[src/rtl/muldiv_pkg.sv]
// -----------------------------------------------------------------------------
// muldiv_pkg
//   Shared definitions for the EXE-stage multiply/divide unit.
//   - MD_WIDTH   : default datapath width, shared with the ALU and register file
//   - MD_MUL_LAT : default multiply latency (issue edge to result edge)
//   - md_op_e    : op encodings driven on the unit's 3-bit op port
//   - md_state_e : control FSM state encoding
//   - md_is_signed() : true for the two signed ops (MULT, DIV)
// -----------------------------------------------------------------------------
package muldiv_pkg;

  localparam int MD_WIDTH   = 32;
  localparam int MD_MUL_LAT = 4;

  // Codes 6 and 7 are reserved and are ignored by the unit.
  typedef enum logic [2:0] {
    MD_MULT  = 3'd0,
    MD_MULTU = 3'd1,
    MD_DIV   = 3'd2,
    MD_DIVU  = 3'd3,
    MD_MTHI  = 3'd4,
    MD_MTLO  = 3'd5
  } md_op_e;

  typedef enum logic [1:0] {
    ST_IDLE = 2'd0,
    ST_MUL  = 2'd1,
    ST_DIV  = 2'd2,
    ST_FIX  = 2'd3
  } md_state_e;

  function automatic logic md_is_signed(input logic [2:0] op);
    return (op == MD_MULT) || (op == MD_DIV);
  endfunction

endpackage

[src/rtl/muldiv_divcore.sv]
// -----------------------------------------------------------------------------
// muldiv_divcore
//   Iterative radix-2 restoring divider working on unsigned magnitudes.
//   One quotient bit is produced per clock; WIDTH iterations per divide.
//
//   Ports
//     clk        in   rising-edge clock
//     rst        in   asynchronous active-low reset
//     start      in   load operands and begin a divide (ignores any run)
//     abort      in   stop the current divide; wins over start
//     dividend   in   WIDTH  unsigned dividend magnitude
//     divisor    in   WIDTH  unsigned divisor magnitude
//     done       out  high during the final iteration cycle; quotient and
//                     remainder hold the final values from the next cycle on
//     quotient   out  WIDTH  quotient register
//     remainder  out  WIDTH  remainder register
//
//   A zero divisor is not special-cased here: the loop simply yields an
//   all-ones quotient. The caller overrides the result for that case.
// -----------------------------------------------------------------------------
module muldiv_divcore
  import muldiv_pkg::*;
#(
  parameter int WIDTH = MD_WIDTH
) (
  input  logic             clk,
  input  logic             rst,
  input  logic             start,
  input  logic             abort,
  input  logic [WIDTH-1:0] dividend,
  input  logic [WIDTH-1:0] divisor,
  output logic             done,
  output logic [WIDTH-1:0] quotient,
  output logic [WIDTH-1:0] remainder
);

  localparam int CW = $clog2(WIDTH + 1);

  logic             run_q, run_d;
  logic [CW-1:0]    cnt_q, cnt_d;
  logic [WIDTH-1:0] quo_q, quo_d;
  logic [WIDTH-1:0] rem_q, rem_d;
  logic [WIDTH-1:0] dvs_q, dvs_d;

  // Partial remainder with the next dividend bit shifted in, and the trial
  // subtraction. The extra top bit of trial is the borrow (negative result).
  logic [WIDTH:0] partial;
  logic [WIDTH:0] trial;

  assign partial = {rem_q, quo_q[WIDTH-1]};
  assign trial   = partial - {1'b0, dvs_q};

  always_comb begin
    run_d = run_q;
    cnt_d = cnt_q;
    quo_d = quo_q;
    rem_d = rem_q;
    dvs_d = dvs_q;

    if (start) begin
      run_d = 1'b1;
      cnt_d = CW'(WIDTH);
      quo_d = dividend;
      rem_d = '0;
      dvs_d = divisor;
    end else if (run_q) begin
      // Restore on borrow: keep the shifted remainder, quotient bit 0.
      quo_d = {quo_q[WIDTH-2:0], ~trial[WIDTH]};
      rem_d = trial[WIDTH] ? partial[WIDTH-1:0] : trial[WIDTH-1:0];
      cnt_d = cnt_q - CW'(1);
      if (cnt_q == CW'(1)) begin
        run_d = 1'b0;
      end
    end

    if (abort) begin
      run_d = 1'b0;
    end
  end

  always_ff @(posedge clk or negedge rst) begin
    if (!rst) begin
      run_q <= 1'b0;
      cnt_q <= '0;
      quo_q <= '0;
      rem_q <= '0;
      dvs_q <= '0;
    end else begin
      run_q <= run_d;
      cnt_q <= cnt_d;
      quo_q <= quo_d;
      rem_q <= rem_d;
      dvs_q <= dvs_d;
    end
  end

  assign done      = run_q && (cnt_q == CW'(1));
  assign quotient  = quo_q;
  assign remainder = rem_q;

endmodule

[src/rtl/muldiv_unit.sv]
// -----------------------------------------------------------------------------
// muldiv_unit
//   Multi-cycle multiply/divide unit for the EXE stage. Owns HI/LO.
//   MULT/MULTU: full 2*WIDTH product, written MUL_LAT edges after issue.
//   DIV/DIVU  : restoring divide plus a sign-fix cycle, written WIDTH+1
//               edges after issue.
//   MTHI/MTLO : written at the issue edge.
//
//   Ports
//     clk     in   rising-edge clock
//     rst     in   asynchronous active-low reset
//     start   in   issue strobe, only taken while busy=0
//     op      in   3  operation code (md_op_e); 6 and 7 are ignored
//     a       in   WIDTH  rs operand (dividend / multiplicand / MTHI-MTLO data)
//     b       in   WIDTH  rt operand (divisor / multiplier)
//     cancel  in   flush: drops any in-flight op and any same-cycle issue
//     busy    out  high while the FSM is not idle
//     done    out  one-cycle pulse as hi/lo take a mul/div result
//     hi, lo  out  WIDTH  architectural HI and LO registers
//     div0    out  sticky divide-by-zero flag, cleared by the next issue
// -----------------------------------------------------------------------------
module muldiv_unit
  import muldiv_pkg::*;
#(
  parameter int WIDTH   = MD_WIDTH,
  parameter int MUL_LAT = MD_MUL_LAT
) (
  input  logic             clk,
  input  logic             rst,
  input  logic             start,
  input  logic [2:0]       op,
  input  logic [WIDTH-1:0] a,
  input  logic [WIDTH-1:0] b,
  input  logic             cancel,
  output logic             busy,
  output logic             done,
  output logic [WIDTH-1:0] hi,
  output logic [WIDTH-1:0] lo,
  output logic             div0
);

  localparam int PW = 2 * WIDTH;

  // ---------------------------------------------------------------------------
  // Issue decode
  // ---------------------------------------------------------------------------
  md_state_e state_q, state_d;
  logic [3:0] mcnt_q, mcnt_d;

  logic idle, accept;
  logic is_mul, is_div, is_mthi, is_mtlo, sgn;

  assign idle    = (state_q == ST_IDLE);
  assign accept  = start && idle && !cancel && (op <= 3'd5);
  assign is_mul  = (op == MD_MULT) || (op == MD_MULTU);
  assign is_div  = (op == MD_DIV)  || (op == MD_DIVU);
  assign is_mthi = (op == MD_MTHI);
  assign is_mtlo = (op == MD_MTLO);
  assign sgn     = md_is_signed(op);

  // ---------------------------------------------------------------------------
  // Multiplier: product of the extended operands, then a MUL_LAT-deep delay.
  // Sign- or zero-extending both operands to 2*WIDTH makes the low 2*WIDTH
  // bits of a plain product correct for both MULT and MULTU.
  // ---------------------------------------------------------------------------
  logic [PW-1:0] a_ext, b_ext, product;

  assign a_ext   = {{WIDTH{sgn & a[WIDTH-1]}}, a};
  assign b_ext   = {{WIDTH{sgn & b[WIDTH-1]}}, b};
  assign product = a_ext * b_ext;

  logic [PW-1:0]      mpipe_q [MUL_LAT];
  logic [PW-1:0]      mpipe_d [MUL_LAT];
  logic [MUL_LAT-1:0] mvld_q, mvld_d;
  // Per-entry write enables for the two halves. A later MTHI/MTLO clears
  // them so an older product cannot overwrite a younger register write.
  logic [MUL_LAT-1:0] mhi_en_q, mhi_en_d;
  logic [MUL_LAT-1:0] mlo_en_q, mlo_en_d;

  always_comb begin
    for (int i = 0; i < MUL_LAT; i++) begin
      mpipe_d[i] = mpipe_q[i];
    end
    mvld_d   = '0;
    mhi_en_d = '0;
    mlo_en_d = '0;

    mpipe_d[0]  = product;
    mvld_d[0]   = accept && is_mul;
    mhi_en_d[0] = 1'b1;
    mlo_en_d[0] = 1'b1;
    for (int i = 1; i < MUL_LAT; i++) begin
      mpipe_d[i]  = mpipe_q[i-1];
      mvld_d[i]   = mvld_q[i-1];
      mhi_en_d[i] = mhi_en_q[i-1];
      mlo_en_d[i] = mlo_en_q[i-1];
    end

    if (accept && is_mthi) begin
      mhi_en_d = '0;
    end
    if (accept && is_mtlo) begin
      mlo_en_d = '0;
    end
    if (cancel) begin
      mvld_d = '0;
    end
  end

  // ---------------------------------------------------------------------------
  // Divider: magnitudes into the core, signs kept here for the FIX cycle.
  // ---------------------------------------------------------------------------
  logic [WIDTH-1:0] a_mag, b_mag;
  logic [WIDTH-1:0] quo, rem;
  logic             div_last;

  assign a_mag = (sgn && a[WIDTH-1]) ? -a : a;
  assign b_mag = (sgn && b[WIDTH-1]) ? -b : b;

  muldiv_divcore #(
    .WIDTH (WIDTH)
  ) u_divcore (
    .clk       (clk),
    .rst       (rst),
    .start     (accept && is_div),
    .abort     (cancel),
    .dividend  (a_mag),
    .divisor   (b_mag),
    .done      (div_last),
    .quotient  (quo),
    .remainder (rem)
  );

  logic             qneg_q, qneg_d;
  logic             rneg_q, rneg_d;
  logic             dzero_q, dzero_d;
  logic [WIDTH-1:0] dsave_q, dsave_d;

  always_comb begin
    qneg_d  = qneg_q;
    rneg_d  = rneg_q;
    dzero_d = dzero_q;
    dsave_d = dsave_q;
    if (accept && is_div) begin
      // Quotient sign is the XOR of operand signs; remainder follows the
      // dividend. MIN / -1 needs no special case: the magnitude quotient is
      // 2^(WIDTH-1), which already reads back as the most-negative value.
      qneg_d  = sgn && (a[WIDTH-1] ^ b[WIDTH-1]);
      rneg_d  = sgn && a[WIDTH-1];
      dzero_d = (b == '0);
      dsave_d = a;
    end
  end

  // ---------------------------------------------------------------------------
  // Control FSM
  // ---------------------------------------------------------------------------
  always_comb begin
    state_d = state_q;
    mcnt_d  = mcnt_q;
    unique case (state_q)
      ST_IDLE: begin
        // With MUL_LAT=1 the product lands one edge after issue through the
        // delay line alone, so the FSM never leaves IDLE.
        if (accept && is_mul && (MUL_LAT > 1)) begin
          state_d = ST_MUL;
          mcnt_d  = 4'(MUL_LAT - 2);
        end else if (accept && is_div) begin
          state_d = ST_DIV;
        end
      end
      ST_MUL: begin
        if (mcnt_q == 4'd0) begin
          state_d = ST_IDLE;
        end else begin
          mcnt_d = mcnt_q - 4'd1;
        end
      end
      ST_DIV: begin
        if (div_last) begin
          state_d = ST_FIX;
        end
      end
      ST_FIX: begin
        state_d = ST_IDLE;
      end
      default: state_d = ST_IDLE;
    endcase
    if (cancel) begin
      state_d = ST_IDLE;
    end
  end

  // ---------------------------------------------------------------------------
  // HI/LO, done and div0 update
  // ---------------------------------------------------------------------------
  logic [WIDTH-1:0] hi_q, hi_d, lo_q, lo_d;
  logic             done_q, done_d;
  logic             div0_q, div0_d;
  logic             mul_wr, div_wr;

  // A cancel in the completion cycle suppresses the write.
  assign mul_wr = mvld_q[MUL_LAT-1] && !cancel;
  assign div_wr = (state_q == ST_FIX) && !cancel;

  always_comb begin
    hi_d   = hi_q;
    lo_d   = lo_q;
    done_d = 1'b0;
    div0_d = div0_q;

    if (accept) begin
      div0_d = 1'b0;
    end

    if (mul_wr) begin
      done_d = 1'b1;
      if (mhi_en_q[MUL_LAT-1]) begin
        hi_d = mpipe_q[MUL_LAT-1][PW-1:WIDTH];
      end
      if (mlo_en_q[MUL_LAT-1]) begin
        lo_d = mpipe_q[MUL_LAT-1][WIDTH-1:0];
      end
    end

    if (div_wr) begin
      done_d = 1'b1;
      if (dzero_q) begin
        lo_d   = '1;
        hi_d   = dsave_q;
        div0_d = 1'b1;
      end else begin
        lo_d = qneg_q ? -quo : quo;
        hi_d = rneg_q ? -rem : rem;
      end
    end

    // Register moves are younger than any product still in the delay line,
    // so they take priority at a coinciding edge.
    if (accept && is_mthi) begin
      hi_d = a;
    end
    if (accept && is_mtlo) begin
      lo_d = a;
    end
  end

  always_ff @(posedge clk or negedge rst) begin
    if (!rst) begin
      state_q  <= ST_IDLE;
      mcnt_q   <= '0;
      for (int i = 0; i < MUL_LAT; i++) begin
        mpipe_q[i] <= '0;
      end
      mvld_q   <= '0;
      mhi_en_q <= '0;
      mlo_en_q <= '0;
      qneg_q   <= 1'b0;
      rneg_q   <= 1'b0;
      dzero_q  <= 1'b0;
      dsave_q  <= '0;
      hi_q     <= '0;
      lo_q     <= '0;
      done_q   <= 1'b0;
      div0_q   <= 1'b0;
    end else begin
      state_q  <= state_d;
      mcnt_q   <= mcnt_d;
      for (int i = 0; i < MUL_LAT; i++) begin
        mpipe_q[i] <= mpipe_d[i];
      end
      mvld_q   <= mvld_d;
      mhi_en_q <= mhi_en_d;
      mlo_en_q <= mlo_en_d;
      qneg_q   <= qneg_d;
      rneg_q   <= rneg_d;
      dzero_q  <= dzero_d;
      dsave_q  <= dsave_d;
      hi_q     <= hi_d;
      lo_q     <= lo_d;
      done_q   <= done_d;
      div0_q   <= div0_d;
    end
  end

  assign busy = (state_q != ST_IDLE);
  assign done = done_q;
  assign hi   = hi_q;
  assign lo   = lo_q;
  assign div0 = div0_q;

endmodule

[config.mk]
export PLATFORM = sky130hd
export DESIGN_NAME = muldiv_unit
export DESIGN_NICKNAME = d
export VERILOG_FILES = /design/src/rtl/muldiv_pkg.sv /design/src/rtl/muldiv_divcore.sv /design/src/rtl/muldiv_unit.sv
export SDC_FILE = /design/constraint.sdc
export NUM_CORES = 2
export LEC_CHECK = 0
export ABC_AREA = 1
export CAP_MARGIN = 20
export CORE_AREA = 2 2 377 379
export DETAILED_ROUTE_END_ITERATION = 7
export DIE_AREA = 0 0 379 381
export PLACE_DENSITY = 0.62
export SETUP_SLACK_MARGIN = 0.15
export SYNTH_ARGS = -nofsm -noshare
export SYNTH_HDL_FRONTEND = slang
export SYNTH_HIERARCHICAL = 1
export SYNTH_SLANG_ARGS = --single-unit
[constraint.sdc]
create_clock -name clk -period 3.6 [get_ports clk]
set_clock_uncertainty 0.1 [all_clocks]
set_input_delay 0.72 -clock clk [delete_from_list [all_inputs] [get_ports clk]]
set_output_delay 0.72 -clock clk [all_outputs]
set_load 0.1 [all_outputs]
# Word-level counts from Yosys, hierarchy flattened
# Cells that the tools add are included.
# classes
mux	42
addsub	7
n_reduce_logical	32
mul	1
bitwise	4
order_cmp	1
n_eq_ne	14
# ops
op	n
32-bit two-way mux	19
32-bit negator	4
33-bit by 33-bit multiplier with 64-bit output	1
33-bit by 32-bit subtractor with 33-bit output	1
32-bit logical NOT	1
4-bit two-way mux	5
1-bit logical AND	13
6-bit two-way mux	2
3-bit nonzero test	4
2-bit two-way mux	5
1-bit two-way mux	9
2-bit case mux with 4 select lines	1
4-bit case mux with 2 select lines	1
3-bit by 2-bit equality test with 1-bit output, second input constant	2
3-bit equality test, second input constant	2
6-bit by 1-bit equality test with 1-bit output, second input constant	1
3-bit != test, second input constant	2
3-bit AND reduction	2
2-bit nonzero test	3
6-bit by 1-bit subtractor with 6-bit output, second input constant	1
2-bit equality test, second input constant	2
4-bit logical NOT	1
4-bit by 2-bit != test with 1-bit output, second input constant	1
2-bit AND reduction	2
13 further kinds	16
# totals
word_cells	123
register_bits	478
in_bits	71
out_inout_bits	67

# Depth between registers and ports, before layout
# logic_depth
word_depth	9
depth_mapped	35
depth_no_buf	31

# Cells and area by module
# Netlist, hierarchy kept.
# modules_own_cells
module	cells_each	area_per_inst_um2	seq_area_each_um2	n_inst
muldiv_unit	6683	55470.7	9384.0	1
muldiv_divcore	1117	7228.2	2577.5	1

# Worst setup path after synthesis
# Ideal clock, no wire load.
# synth_timing
path_kind	input to register
start	input op[0]
end	register mpipe_q (netlist bit mpipe_d[183])
cell_stages	25
arrival_ps	7422
setup_ps	117
required_ps	3383
path_slack_ps	-4039
n_path_buf	2
cell_sequence	inv_1 nand2_2 clkbuf_1 buf_1 nor2_1 fa_1 fa_1 fa_1 fa_1 inv_1 fa_1 fa_1 fa_1 fa_1 inv_1 ha_1 nand2_1 nor2_1 inv_1 nor2_1 inv_1 nor3_1 o21ai_0 nand4_1 nand2_1
# synth_lines
item	line	rtl
from (decl)	muldiv_unit.sv:31	input logic [2:0] op,
to (signal, indexed assignment)	muldiv_unit.sv:270	mpipe_q[i] <= mpipe_d[i];
to (decl)	muldiv_unit.sv:72	logic [PW-1:0] mpipe_q [MUL_LAT];

==> flow_summary_export.csv <==
group,metric,value,unit
outcome,status,"finished with violations",
outcome,violations,"negative setup slack",
routing,ant_nets,0,
setup_path,crit_slowest_cell,"fa_2",
setup_path,cp.depth,30,
logic_synthesis,syn_area_per_cell,8.038,um2
placed_design,gp_congestion,0.9688,
setup_path,crit_arrival,7460,ps
logic_synthesis,syn_area,62700,um2
setup_path,r2r_cells,17,
setup_path,start_kind,"input pin",
setup_path,crit_family,"adder cells",
logic_synthesis,syn-instance-count,7800,
clock_network,htree_levels,2,
global_routing,antenna_found_initial,21,
sta,tightest_slew,828.2,ps
floorplan,die_w,379,um
floorplan,start_util,44.61,%
setup_path,crit_top_cell,"fa_1",
routing,drc,0,
routing,first_iter_violations,4303,
global_routing,grt_pass1_wl,346200,um
clock_network,path_clk_slew,90,ps
clock_network,cts_tree,"done",
logic_synthesis,synthAdderAreaFrac,40.98,%
logic_synthesis,synth.largest_area_cell,"fa_1",
sta,timing.final.crit_share,193.8,%
setup_path,required,4080,ps
routing,wl_per_cell,21.82,um
logic_synthesis,synth_top_area_share,35.95,%
logic_synthesis,synth_edf_count,0,
sta,slew_violations,0,
clock_network,clock_latency,690,ps
logic_synthesis,ys_warn_count,6,
final_layout,synthToLayoutAreaGrowth,27.28,%
logic_synthesis,ys_ff_latch,478,
floorplan,die_h,381,um
logic_synthesis,synth.area.mux_share,0,%
global_routing,grt_max_degree,83,
floorplan,fp.dieArea,144400,um2
placed_design,dp_slack,-4794,ps
sta,hold_viol_final,0,
clock_network,cts.sinks,478,
routing,first_pass_iters,6,
global_routing,grt_overflow_total,0,
sta,setup_tns,-170660,ps
routing,dr_total_vias,53827,
job,cap_violations,0,
logic_synthesis,syn_nets,9249,
logic_synthesis,yosys.area_share.simple,19.41,%
setup_path,slowest_delay,610,ps
logic_synthesis,yosys.cell_types.count,57,
logic_synthesis,synth_top_family_by_area,"adder cells",
final_layout,nNetsFinal,9972,
setup_path,critical_path_class,"input pin to flop",
sta,fmax,0.1433,GHz
clock_network,clock-root-buffer,"clkbuf_16",
routing,finalWirelength,228300,um
setup_path,setup.worst_path.end_class,"flop",
placed_design,detailed_place_hpwl,183300,um
sta,finalSetupViolations,59,
logic_synthesis,synth_compound_area_share,4.520,%
min_path,holdPathStages,0,
global_routing,grt_pass1_vias,56720,
sta,min_period,6978,ps
sta,hold-worst-slack,239.9,ps
floorplan,num_io_pins,138,
routing,viasPerCell,5.145,
placed_design,port-buffer-count,137,
setup_path,worstPathMaxFanout,6,
clock_network,cts_buffers,54,
sta,rsz0062_at_grt,"true",
sta,relSlewSlack,44.79,%
logic_synthesis,synthArstFlopShare,100.0,%
global_routing,grt_use_total,32.09,%
logic_synthesis,synth-main-ff-cell,"dfrtp_1",
logic_synthesis,synth_area_leaders,"fa_1 36%, dfrtp_1 19%, nand2_1 13%, inv_1 12%, ha_1 5.0%",
logic_synthesis,synth_xor_area_share,1.928,%
setup_path,path_buf_inv,12,
logic_synthesis,ys_seq_area_share,19.08,%
floorplan,design.core.area,140600,um2
min_path,min_path_type,"flop to flop",
floorplan,num_rows,138,
sta,setup_slack,-3378,ps
clock_network,max-clock-path-buffers,3,
final_layout,drive_gt1_share,23.21,%
[layout make-up]
type / instances / area [um2]
inverter: 1954 / 7411
clock buffer: 67 / 1470
multi-input combinational: 5021 / 45920
antenna: 4 / 10.01
fill: 12782 / 60750
tap: 1890 / 2365
timing repair inverter: 1 / 7.507
timing repair buffer: 1013 / 10190
sequential: 478 / 11960
clock inverter: 35 / 466.7
[routing by layer]
| layer | track usage, % | routed length [um] | vias up |
|---|---|---|---|
| met1 | 41.56 | 89910 | 27105 |
| li1 | - | - | 24047 |
| met3 | 5.679 | 17710 | 586 |
| met5 | 0 | 114 | - |
| met2 | 52.84 | 107700 | 2071 |
| met4 | 13.70 | 12910 | 18 |
[repair_timing]
item | 4_1_cts | 5_1_grt
pin swaps | 221 | 329
hold endpoints to repair | 46 | 0
cloned | 20 | 6
buffers inserted | 88 | 85
setup endpoints to repair | 60 | 59
hold buffers | 1 | 0
gates resized for setup | 544 | 520
[worst paths after layout]
kind	startpoint	slack, ps	end
worst max-delay path	op[2]	-3380	mpipe_d[190]
worst min-delay path	mpipe_d[63]	240	mpipe_q[63]
worst max register to register	u_divcore/quotient[31]	410	u_divcore/remainder[21]
worst min register to register	mpipe_d[63]	240	mpipe_q[63]
max in group asynchronous	rst	1860	mpipe_d[103]
min in group asynchronous	rst	520	u_divcore/remainder[4]
[placed cells by master (no fill, tap or decap), types with 60 or more instances in the layout]
| cell type | instances |
|---|---|
| a21oi_1 | 89 |
| buf_12 | 112 |
| buf_4 | 701 |
| buf_6 | 122 |
| clkbuf_16 | 60 |
| dfrtp_1 | 478 |
| fa_1 | 1031 |
| fa_2 | 95 |
| ha_1 | 181 |
| ha_4 | 71 |
| inv_1 | 1775 |
| inv_2 | 161 |
| nand2_1 | 2008 |
| nand2_2 | 120 |
| nand2_4 | 69 |
| nand3_1 | 227 |
| nor2_1 | 262 |
| nor2_2 | 66 |
| nor2_4 | 97 |
| o21ai_0 | 143 |
| xor2_1 | 104 |
[state kept, by name (all words and copies together), names as in the netlist, 2 cells and up]
signal	cells
mpipe_d	192
mpipe_q	64
dsave_q	32
hi	32
lo	32
u_divcore/dvs_q	32
u_divcore/quotient	32
u_divcore/remainder	32
u_divcore/cnt_q	6
mcnt_q	4
mhi_en_q	4
mlo_en_q	4
mvld_q	4
state_q	2
[worst reg2reg max path, cell delays in order, from the launching register on]
cell and delay (ps):
dfrtp_1 450, inv_1 200, ha_1 180, inv_1 90
fa_1 470, nand2_1 120, nand2_1 70, nand3b_1 100
nand2_2 120, nand2_2 100, nand2_4 60, nand2_4 80
nand3_2 110, nand2_8 200, buf_4 330, nand2_1 120
nand3_1 90, nand2_1 60
[synth_stat cells, drive strengths merged (13+ instances only)]
cell    count
nand3     259
fa       1126
xor2      113
dfrtp     478
nor3       45
o211ai     33
nand4      39
clkbuf    210
nor2      426
nand3b     14
o21bai     18
xnor2      25
o221ai     14
ha        252
inv      1952
buf       137
a221oi     19
a21oi     154
a31oi      13
o21ai     209
nand2    2210
[kinds of logic (layout without fill, tap and decap cells)]
| family | count (synthesis) | in the layout |
|---|---|---|
| compound gates | 490 | 490 |
| xor+xnor | 138 | 138 |
| fa+ha+maj | 1378 | 1378 |
| buf+inv | 2301 | 3070 |
| flops | 478 | 478 |
| other cells | 0 | 4 |
| simple gates | 3015 | 3015 |
[per-stage QoR]
| step | instance area (um2) | utilization (%) | instances |
|---|---|---|---|
| after floorplan | 66090 | - | 7800 |
| after detailed placement | 72290 | 51.44 | 10157 |
| after global routing | 79790 | 56.77 | 10459 |
| after global placement | 72290 | 51.44 | 10157 |
| final | 79800 | 56.78 | 10463 |
| after CTS | 77320 | 55.01 | 10368 |
Power is not shown: default switching activity piles up to over one toggle a cycle in this logic, so the estimate is an artifact.
